<file path="src/rtl/disp_bus_scan_if.sv">
// Display-bus interface for disp_bus_scan: live inputs, packed display
// outputs and the multiplexed scan outputs. Parameters must match the
// N_DIGITS / DIGIT_W of the disp_bus_scan instance it is connected to.
interface disp_bus_scan_if #(
    parameter int N_DIGITS = 4,
    parameter int DIGIT_W  = 4
);
    localparam int IDX_W  = $clog2(N_DIGITS);
    localparam int DATA_W = N_DIGITS * DIGIT_W;

    logic [DATA_W-1:0]   data_in;
    logic [N_DIGITS-1:0] dot_in;
    logic                load;
    logic                hold;
    logic [DATA_W-1:0]   data;
    logic [N_DIGITS-1:0] dot;
    logic [IDX_W-1:0]    scan_idx;
    logic [N_DIGITS-1:0] scan_sel;
    logic [DIGIT_W-1:0]  scan_dig;
    logic                scan_dot;

    // Producer side: counter/lap logic drives the live value, sees the display.
    modport master (
        output data_in, dot_in, load, hold,
        input  data, dot, scan_idx, scan_sel, scan_dig, scan_dot
    );

    // Display stage side.
    modport slave (
        input  data_in, dot_in, load, hold,
        output data, dot, scan_idx, scan_sel, scan_dig, scan_dot
    );
endinterface

</file>
<file path="src/rtl/disp_bus_scan.sv">
// Stopwatch display-bus stage: live capture on load, lap-hold freeze of the
// packed display value, and a digit scanner that steps one digit every
// SCAN_DIV clocks for the 7-seg driver.
// Optional feature: define LEADING_ZERO_BLANK_EN to blank leading zero
// digits (with no dots) in the scan outputs; packed outputs are unaffected.
module disp_bus_scan #(
    parameter int N_DIGITS = 4,
    parameter int DIGIT_W  = 4,
    parameter int SCAN_DIV = 50000
) (
    input  logic          clk,
    input  logic          rst_n,
    disp_bus_scan_if.slave bus
);
    localparam int IDX_W  = $clog2(N_DIGITS);
    localparam int PRE_W  = $clog2(SCAN_DIV);
    localparam int DATA_W = N_DIGITS * DIGIT_W;

    logic [DATA_W-1:0]   live_d;
    logic [N_DIGITS-1:0] live_p;
    logic [DATA_W-1:0]   next_data;
    logic [N_DIGITS-1:0] next_dot;
    logic [PRE_W-1:0]    presc;
    logic                wrap;
    logic [IDX_W-1:0]    next_idx;
    logic [N_DIGITS-1:0] blank;
    logic [N_DIGITS-1:0] next_sel;
    logic [DIGIT_W-1:0]  next_dig;
    logic                next_sdot;

    // Live stage: capture the running time on every load, regardless of hold.
    always_ff @(posedge clk or negedge rst_n) begin
        if (!rst_n) begin
            live_d <= '0;
            live_p <= '0;
        end else if (bus.load) begin
            live_d <= bus.data_in;
            live_p <= bus.dot_in;
        end
    end

    // Value the display registers take this edge; also feeds the scanner so
    // a wrap edge shows the post-update digit.
    always_comb begin
        next_data = bus.hold ? bus.data : live_d;
        next_dot  = bus.hold ? bus.dot  : live_p;
        wrap      = (presc == PRE_W'(SCAN_DIV - 1));
        next_idx  = (bus.scan_idx == IDX_W'(N_DIGITS - 1)) ? '0
                                                           : bus.scan_idx + IDX_W'(1);
    end

`ifdef LEADING_ZERO_BLANK_EN
    logic upper_clear;

    // A digit is blank when it and everything above it is zero with no dots.
    always_comb begin
        blank       = '0;
        upper_clear = 1'b1;
        for (int i = N_DIGITS - 1; i > 0; i--) begin
            upper_clear = upper_clear && (next_data[i*DIGIT_W +: DIGIT_W] == '0)
                          && !next_dot[i];
            blank[i]    = upper_clear;
        end
    end
`else
    assign blank = '0;
`endif

    // Select the digit for the upcoming slot, honouring any blanking.
    always_comb begin
        next_sel  = '0;
        next_dig  = '0;
        next_sdot = 1'b0;
        for (int i = 0; i < N_DIGITS; i++) begin
            if (next_idx == IDX_W'(i) && !blank[i]) begin
                next_sel[i] = 1'b1;
                next_dig    = next_data[i*DIGIT_W +: DIGIT_W];
                next_sdot   = next_dot[i];
            end
        end
    end

    // Display stage: follow the live value unless lap-hold freezes it.
    always_ff @(posedge clk or negedge rst_n) begin
        if (!rst_n) begin
            bus.data <= '0;
            bus.dot  <= '0;
        end else begin
            bus.data <= next_data;
            bus.dot  <= next_dot;
        end
    end

    // Slot prescaler: counts 0..SCAN_DIV-1 and wraps.
    always_ff @(posedge clk or negedge rst_n) begin
        if (!rst_n) begin
            presc <= '0;
        end else if (wrap) begin
            presc <= '0;
        end else begin
            presc <= presc + PRE_W'(1);
        end
    end

    // Scan outputs advance together, only on slot wrap edges.
    always_ff @(posedge clk or negedge rst_n) begin
        if (!rst_n) begin
            bus.scan_idx <= '0;
            bus.scan_sel <= N_DIGITS'(1);
            bus.scan_dig <= '0;
            bus.scan_dot <= 1'b0;
        end else if (wrap) begin
            bus.scan_idx <= next_idx;
            bus.scan_sel <= next_sel;
            bus.scan_dig <= next_dig;
            bus.scan_dot <= next_sdot;
        end
    end
endmodule

</file>
<file path="src/flat_wrapper.sv">
// flat-port wrapper written by rule: the top's interface ports become plain ports
module disp_bus_scan_flat 
#(
    parameter int N_DIGITS = 4,
    parameter int DIGIT_W  = 4,
    parameter int SCAN_DIV = 50000
)
  (clk, rst_n, bus_data_in, bus_dot_in, bus_load, bus_hold, bus_data, bus_dot, bus_scan_idx, bus_scan_sel, bus_scan_dig, bus_scan_dot);
  disp_bus_scan_if #(.N_DIGITS(N_DIGITS), .DIGIT_W(DIGIT_W)) bus_i ();
  input  logic clk;
  input  logic rst_n;
  input wire logic [$bits(bus_i.data_in)-1:0] bus_data_in;
  input wire logic [$bits(bus_i.dot_in)-1:0] bus_dot_in;
  input wire logic [$bits(bus_i.load)-1:0] bus_load;
  input wire logic [$bits(bus_i.hold)-1:0] bus_hold;
  output wire logic [$bits(bus_i.data)-1:0] bus_data;
  output wire logic [$bits(bus_i.dot)-1:0] bus_dot;
  output wire logic [$bits(bus_i.scan_idx)-1:0] bus_scan_idx;
  output wire logic [$bits(bus_i.scan_sel)-1:0] bus_scan_sel;
  output wire logic [$bits(bus_i.scan_dig)-1:0] bus_scan_dig;
  output wire logic [$bits(bus_i.scan_dot)-1:0] bus_scan_dot;
  assign bus_i.data_in = bus_data_in;
  assign bus_i.dot_in = bus_dot_in;
  assign bus_i.load = bus_load;
  assign bus_i.hold = bus_hold;
  assign bus_data = bus_i.data;
  assign bus_dot = bus_i.dot;
  assign bus_scan_idx = bus_i.scan_idx;
  assign bus_scan_sel = bus_i.scan_sel;
  assign bus_scan_dig = bus_i.scan_dig;
  assign bus_scan_dot = bus_i.scan_dot;
  disp_bus_scan #(.N_DIGITS(N_DIGITS), .DIGIT_W(DIGIT_W), .SCAN_DIV(SCAN_DIV)) u_core (.clk(clk), .rst_n(rst_n), .bus(bus_i));
endmodule
</file>
<file path="config.mk">
export PLATFORM = sky130hd
export DESIGN_NAME = disp_bus_scan_flat
export DESIGN_NICKNAME = d
export VERILOG_FILES = /design/src/rtl/disp_bus_scan_if.sv /design/src/rtl/disp_bus_scan.sv /design/src/flat_wrapper.sv
export SDC_FILE = /design/constraint.sdc
export NUM_CORES = 1
export LEC_CHECK = 0
export BUFFER_PORTS_ARGS = -buffer_cell sky130_fd_sc_hd__buf_4
export CORE_ASPECT_RATIO = 1.2
export CORE_MARGIN = 5
export CORE_UTILIZATION = 59
export DETAILED_ROUTE_END_ITERATION = 10
export PLACE_DENSITY_LB_ADDON = 0.1
export SYNTH_ARGS = -nofsm -noshare
export SYNTH_HDL_FRONTEND = slang
export SYNTH_SLANG_ARGS = --single-unit
</file>
<file path="constraint.sdc">
create_clock -name clk -period 3.4 [get_ports clk]
set_clock_uncertainty 0.15 [all_clocks]
set_input_delay 0.34 -clock clk [delete_from_list [all_inputs] [get_ports clk]]
set_output_delay 0.34 -clock clk [all_outputs]
set_load 0.005 [all_outputs]
</file>
# ---- Word level (Yosys, flattened, before mapping)
# Cells that the tools add are included.
dict set report word_totals {
  inputBits 24
  register_bits 67
  output_inout_bits 31
  word_cells 33
}
dict set report op_classes {
  eq_ne 5
  n_addsub 2
  muxes 16
  reduce_logical 1
}
# op n
set ops {}
lappend ops {{$mux 16} 2}
lappend ops {{$mux 4} 5}
lappend ops {{$add 16x1->16 const B} 1}
lappend ops {{$eq 16x16->1 const B} 1}
lappend ops {{$mux 1} 8}
lappend ops {{$eq 2x2->1 const B} 3}
lappend ops {{$add 2x1->2 const B} 1}
lappend ops {{$eq 2x1->1 const B} 1}
lappend ops {{$logic_not 2->1} 1}
lappend ops {{$mux 2} 1}

# ---- Logic depth before layout (Yosys ltp)
dict set report logic_depth {
  word_depth 7
  ltp_mapped 7
  depth_no_buf 6
}

# ---- Worst setup path after synthesis
# Ideal clock, no wire load.
dict set report synth_timing {
  path_type {register to register}
  from {reg u_core.bus.scan_idx[1]}
  to {reg u_core.bus.scan_dig[0]}
  synth_period_minus_slack_ns 1.710
  setup_slack_ns 1.690
  required_ns 3.186
  path_stages_with_launch 8
  setup_ns 0.064
  arrival_time_ns 1.496
  n_path_buf 1
  cell_sequence {dfrtp_1 inv_1 ha_1 buf_1 nor4b_2 a22oi_1 o211ai_2 o21a_1}
}
dict set report synth_via {
  elab_chain_cells 7
  elab_cells_between_ends 11
  classes_between {add/sub (1); eq/ne (4); mux (5); reduce/logical (1)}
}
# item line_no
set synth_lines {}
lappend synth_lines {{start, declared} disp_bus_scan_if.sv:31} ;# output data, dot, scan_idx, scan_sel, scan_dig, scan_dot
lappend synth_lines {{start signal, assigned} disp_bus_scan.sv:113} ;# bus.scan_idx <= next_idx;
lappend synth_lines {{$add 2x1->2 or $eq 2x2->1 (tied branches)} {disp_bus_scan.sv:49, disp_bus_scan.sv:48}}
lappend synth_lines {{$mux 2 *} disp_bus_scan.sv:48} ;# next_idx = (bus.scan_idx == IDX_W'(N_DIGITS - 1)) ? '0
lappend synth_lines {{$logic_not 2->1} disp_bus_scan.sv:75} ;# if (next_idx == IDX_W'(i) && !blank[i]) begin
lappend synth_lines {{$mux 4 (3 in a row)} disp_bus_scan.sv:75}
lappend synth_lines {{$mux 4 *} disp_bus_scan.sv:75}
lappend synth_lines {{end signal, assigned} disp_bus_scan.sv:115} ;# bus.scan_dig <= next_dig;
lappend synth_lines {{end, declared} disp_bus_scan_if.sv:31}
# Every way passes the cells marked *; elsewhere a longest branch is shown, timed or not.
# A chain may end at the register's enable or synchronous reset.

# ---- Worst setup path after layout
dict set report layout_timing {
  from {reg u_core.bus.scan_idx[0]}
  to {reg u_core.bus.scan_dig[3]}
}
# The elaborated chain is that of the path after synthesis.

==> summary.md <==
| Metric | Value |
|---|---|
| Initial antenna violation count | 0 |
| Post-synthesis register bit count | 67 |
| Setup WS pre-CTS | between 1000 and 1500 ps |
| Residual DRC | 0 |
| Cell family with most CP delay | simple AND/OR/NAND/NOR gates |
| Routed via count | 1819 |
| Vias in the first global route | around 1900 |
| Post-Synth Simple-Gate Area | 0.0890 |
| Register area share after synthesis | 0.585 |
| Clock Path Buffers | 2 |
| Post-CTS setup buffers | 0 |
| CTS Root Cell | clkbuf_8 |
| Critical Path, Cell by Cell | inv_1 > ha_1 > nor4b_2 > a22oi_1 > o211ai_2 > o21a_1 |
| Least-Margin Pin Slew | 816 ps |
| Max-cap viol count | 0 |
| Die height | approximately 86 µm |
| Core box area | about 4700 µm² |
| GRT Total Usage | 0.200 |
| IO Port Bufs | 54 |
| Worst hold slack | 75.1 ps |
| Ratio of cells with drive above 1 in the final layout | 0.448 |
| Largest net degree at the start of global routing | just under 70 |
| Htree depth | 3 |
| Fmax | between 0.4 and 0.5 GHz |
| Final instance area | approximately 3500 µm² |
| Unique cell type count in the Yosys netlist | 37 |
| P&R area growth vs syn | 20.7% |
| CTS clk-pin slew, worst paths | around 70 ps |
| Setup ws final | 1320 ps |
| Area fraction in compound gates after synthesis | 0.0642 |
| # setup viols final | 0 |
| Worst IR Drop VDD | 0.262 mV |
| Total power | 1.63 mW |
| Dpl cell area | 3290 µm² |
| Leakage | about 1.6 nW |
| Initial Util | 0.615 |
| Fraction of the mapped netlist area in adder cells | 0.0218 |
| Multiplexer area fraction after synthesis | 0.176 |
| First-pass GRT wire length | between 9000 and 10000 µm |
| DR vias/cell | approximately 5.5 |
| Setup_tns | 0 ps |
| Worst path max stage delay | ~500 ps |
| Endpoint class of the critical path | flip-flop |
| Status | finished, final reports clean |
| Worst Hold Class | input port to flip-flop |
| Power density over the cells | 471 nW/µm² |
| Clk Latency, worst-skew pair | approximately 340 ps |
| Ant diodes | 0 |
| Mean area per synthesized cell | approximately 14 µm² |
| DR WL/cell | ~17 µm |
| FP Rows | 27 |
| Mapped Nets | roughly 240 |
| CTS tree | yes |
| Final-report hold violation count | 0 |
| Final ANT Viol Nets | 0 |
| Num CTS Buffers | 9 |
| Die Wd | around 74 µm |
| CP Launch Type | flip-flop |
| Post-synthesis xor/xnor area fraction | 0.0367 |
| # resized after CTS | 0 |
| CP Data Arrival Time | around 2200 ps |
| Cells after Synth | about 210 |
| Detail Placement HPWL | 4060 µm |
| Synthesized area | approximately 2900 µm² |
| Largest family of logic cells by synthesized area | multiplexers |
| Slowest-stage cell, CP | nor4b_2 |
| Number of DRC markers in iteration 0 | 95 |
| Cts hold-fix bufs | 1 |
| Final period utilization | 0.612 |
| Min Clock Period, post-route | 2080 ps |
| CP max FO | 13 |
| Final wirelength | around 5700 µm |
| Relative slew margins | 0.456 |
| Slew Limit Fails | 0 |
| Req. time, crit path | around 3500 ps |
| Layout Nets | between 200 and 300 |
| CP Class | flip-flop to flip-flop |
| Crit path buf inv count | 1 |
| RSZ-0062 raised after global routing | false |
| RD Place Congestion | 0.774 |
| Die ar. | roughly 6400 µm² |
| CTS sink count | between 60 and 70 |
| GRT overflow | 0 |
| Num ports | 55 |
| Detailed Routing Iterations Pass 1 | 4 |
| Syn. warnings | 0 |
==> per-layer routing <==
metal / routed length (µm) / vias to the layer above / part of all wire / GRT usage
li1: - / 859 / - / -
met1: 2300 / 911 / 0.41 / 0.239
met2: 2900 / 38 / 0.51 / 0.321
met3: 317 / 11 / 0.056 / 0.0592
met4: 140 / 0 / 0.025 / 0.107
met5: 0 / - / 0 / 0
==> cells in the mapped netlist (all sizes together) <==
cell	number	area, µm²
o211ai	5	57.6
dfrtp	66	1650
mux2i	1	10.0
mux2	44	495
dfstp	1	26.3
nand2	9	33.8
nand3	6	30.0
and3	3	18.8
o21a	4	30.0
ha	5	62.6
a21oi	1	5.00
nand4	3	18.8
nor4b	2	23.8
or3	1	6.26
buf	7	57.6
clkbuf	3	11.3
nor2b	3	18.8
inv	2	7.51
nor2	9	33.8
nor3	2	10.0
and4	2	17.5
o21ai	3	15.0
xnor2	7	61.3
xor2	5	43.8
o22a	1	8.76
nand2b	1	6.26
nor4	1	12.5
and4bb	2	25.0
a22oi	9	67.6
==> final timing paths <==
check,start,end,slack (ps),depth (start not counted)
worst max-delay path,u_core.bus.scan_idx[0],u_core.bus.scan_dig[3],1320,6
worst min-delay path,bus_dot_in[2],u_core.live_p[2],80,2
worst max register to register,u_core.bus.scan_idx[0],u_core.bus.scan_dig[3],1320,6
worst min register to register,u_core.presc[15],u_core.presc[15],330,1
max in group asynchronous,rst_n,u_core.presc[12],2070,2
min in group asynchronous,rst_n,u_core.live_d[10],480,2
==> sequential cells by signal, summed over array words and instances, names as in the netlist <==
name	flops
u_core.presc	16
u_core.bus.dot	4
u_core.live_d	16
u_core.live_p	4
u_core.bus.scan_dot	1
u_core.bus.scan_sel	4
u_core.bus.data	16
u_core.bus.scan_dig	4
u_core.bus.scan_idx	2
==> kinds of logic after synthesis <==
family,Yosys count
adders and majority gates,5
xor gates and xnor gates,12
muxes,45
AOI/OAI and AO/OA,23
DFF,67
and+or+nand+nor,44
buffers and inverters,12
==> metrics by stage <==
stage | instances | util
finish | 328 | 0.742
global placement | 312 | 0.706
global route | 328 | 0.742
detailed placement | 312 | 0.706
floorplan | 208 | -
CTS | 328 | 0.742
==> where the power goes <==
group	leakage, nW	switching [mW]	internal, mW
Combinational	0.668	0.0778	0.114
Sequential	0.828	0.0298	0.857
Clock	0.0860	0.273	0.277
Total	1.58	0.381	1.25
==> area by class of cell <==
class	count	area [µm²]
clock buffer	12	145
fill	336	1200
multi-input combinational	129	1110
tap	58	72.6
inverter	2	7.51
sequential	67	1680
timing repair buffer	57	430
clock inverter	3	15.0
==> cells in the final DEF (no fill, tap or decap), types with 4 or more instances in the layout <==
cell      count
buf_4        56
xor2_1        5
nor2_1        9
nand3_1       6
clkbuf_8     10
a22oi_1       9
xnor2_1       7
nand2_1       9
ha_1          5
mux2_2       44
o211ai_2      4
o21a_1        4
dfrtp_1      66
==> worst reg2reg max path, stage by stage, from the launching register on <==
cell and delay [ps]:
dfrtp_1 430, inv_1 110, ha_1 410, nor4b_2 510, a22oi_1 170, o211ai_2 120
o21a_1 130
Power figures use the tool's default switching activity.
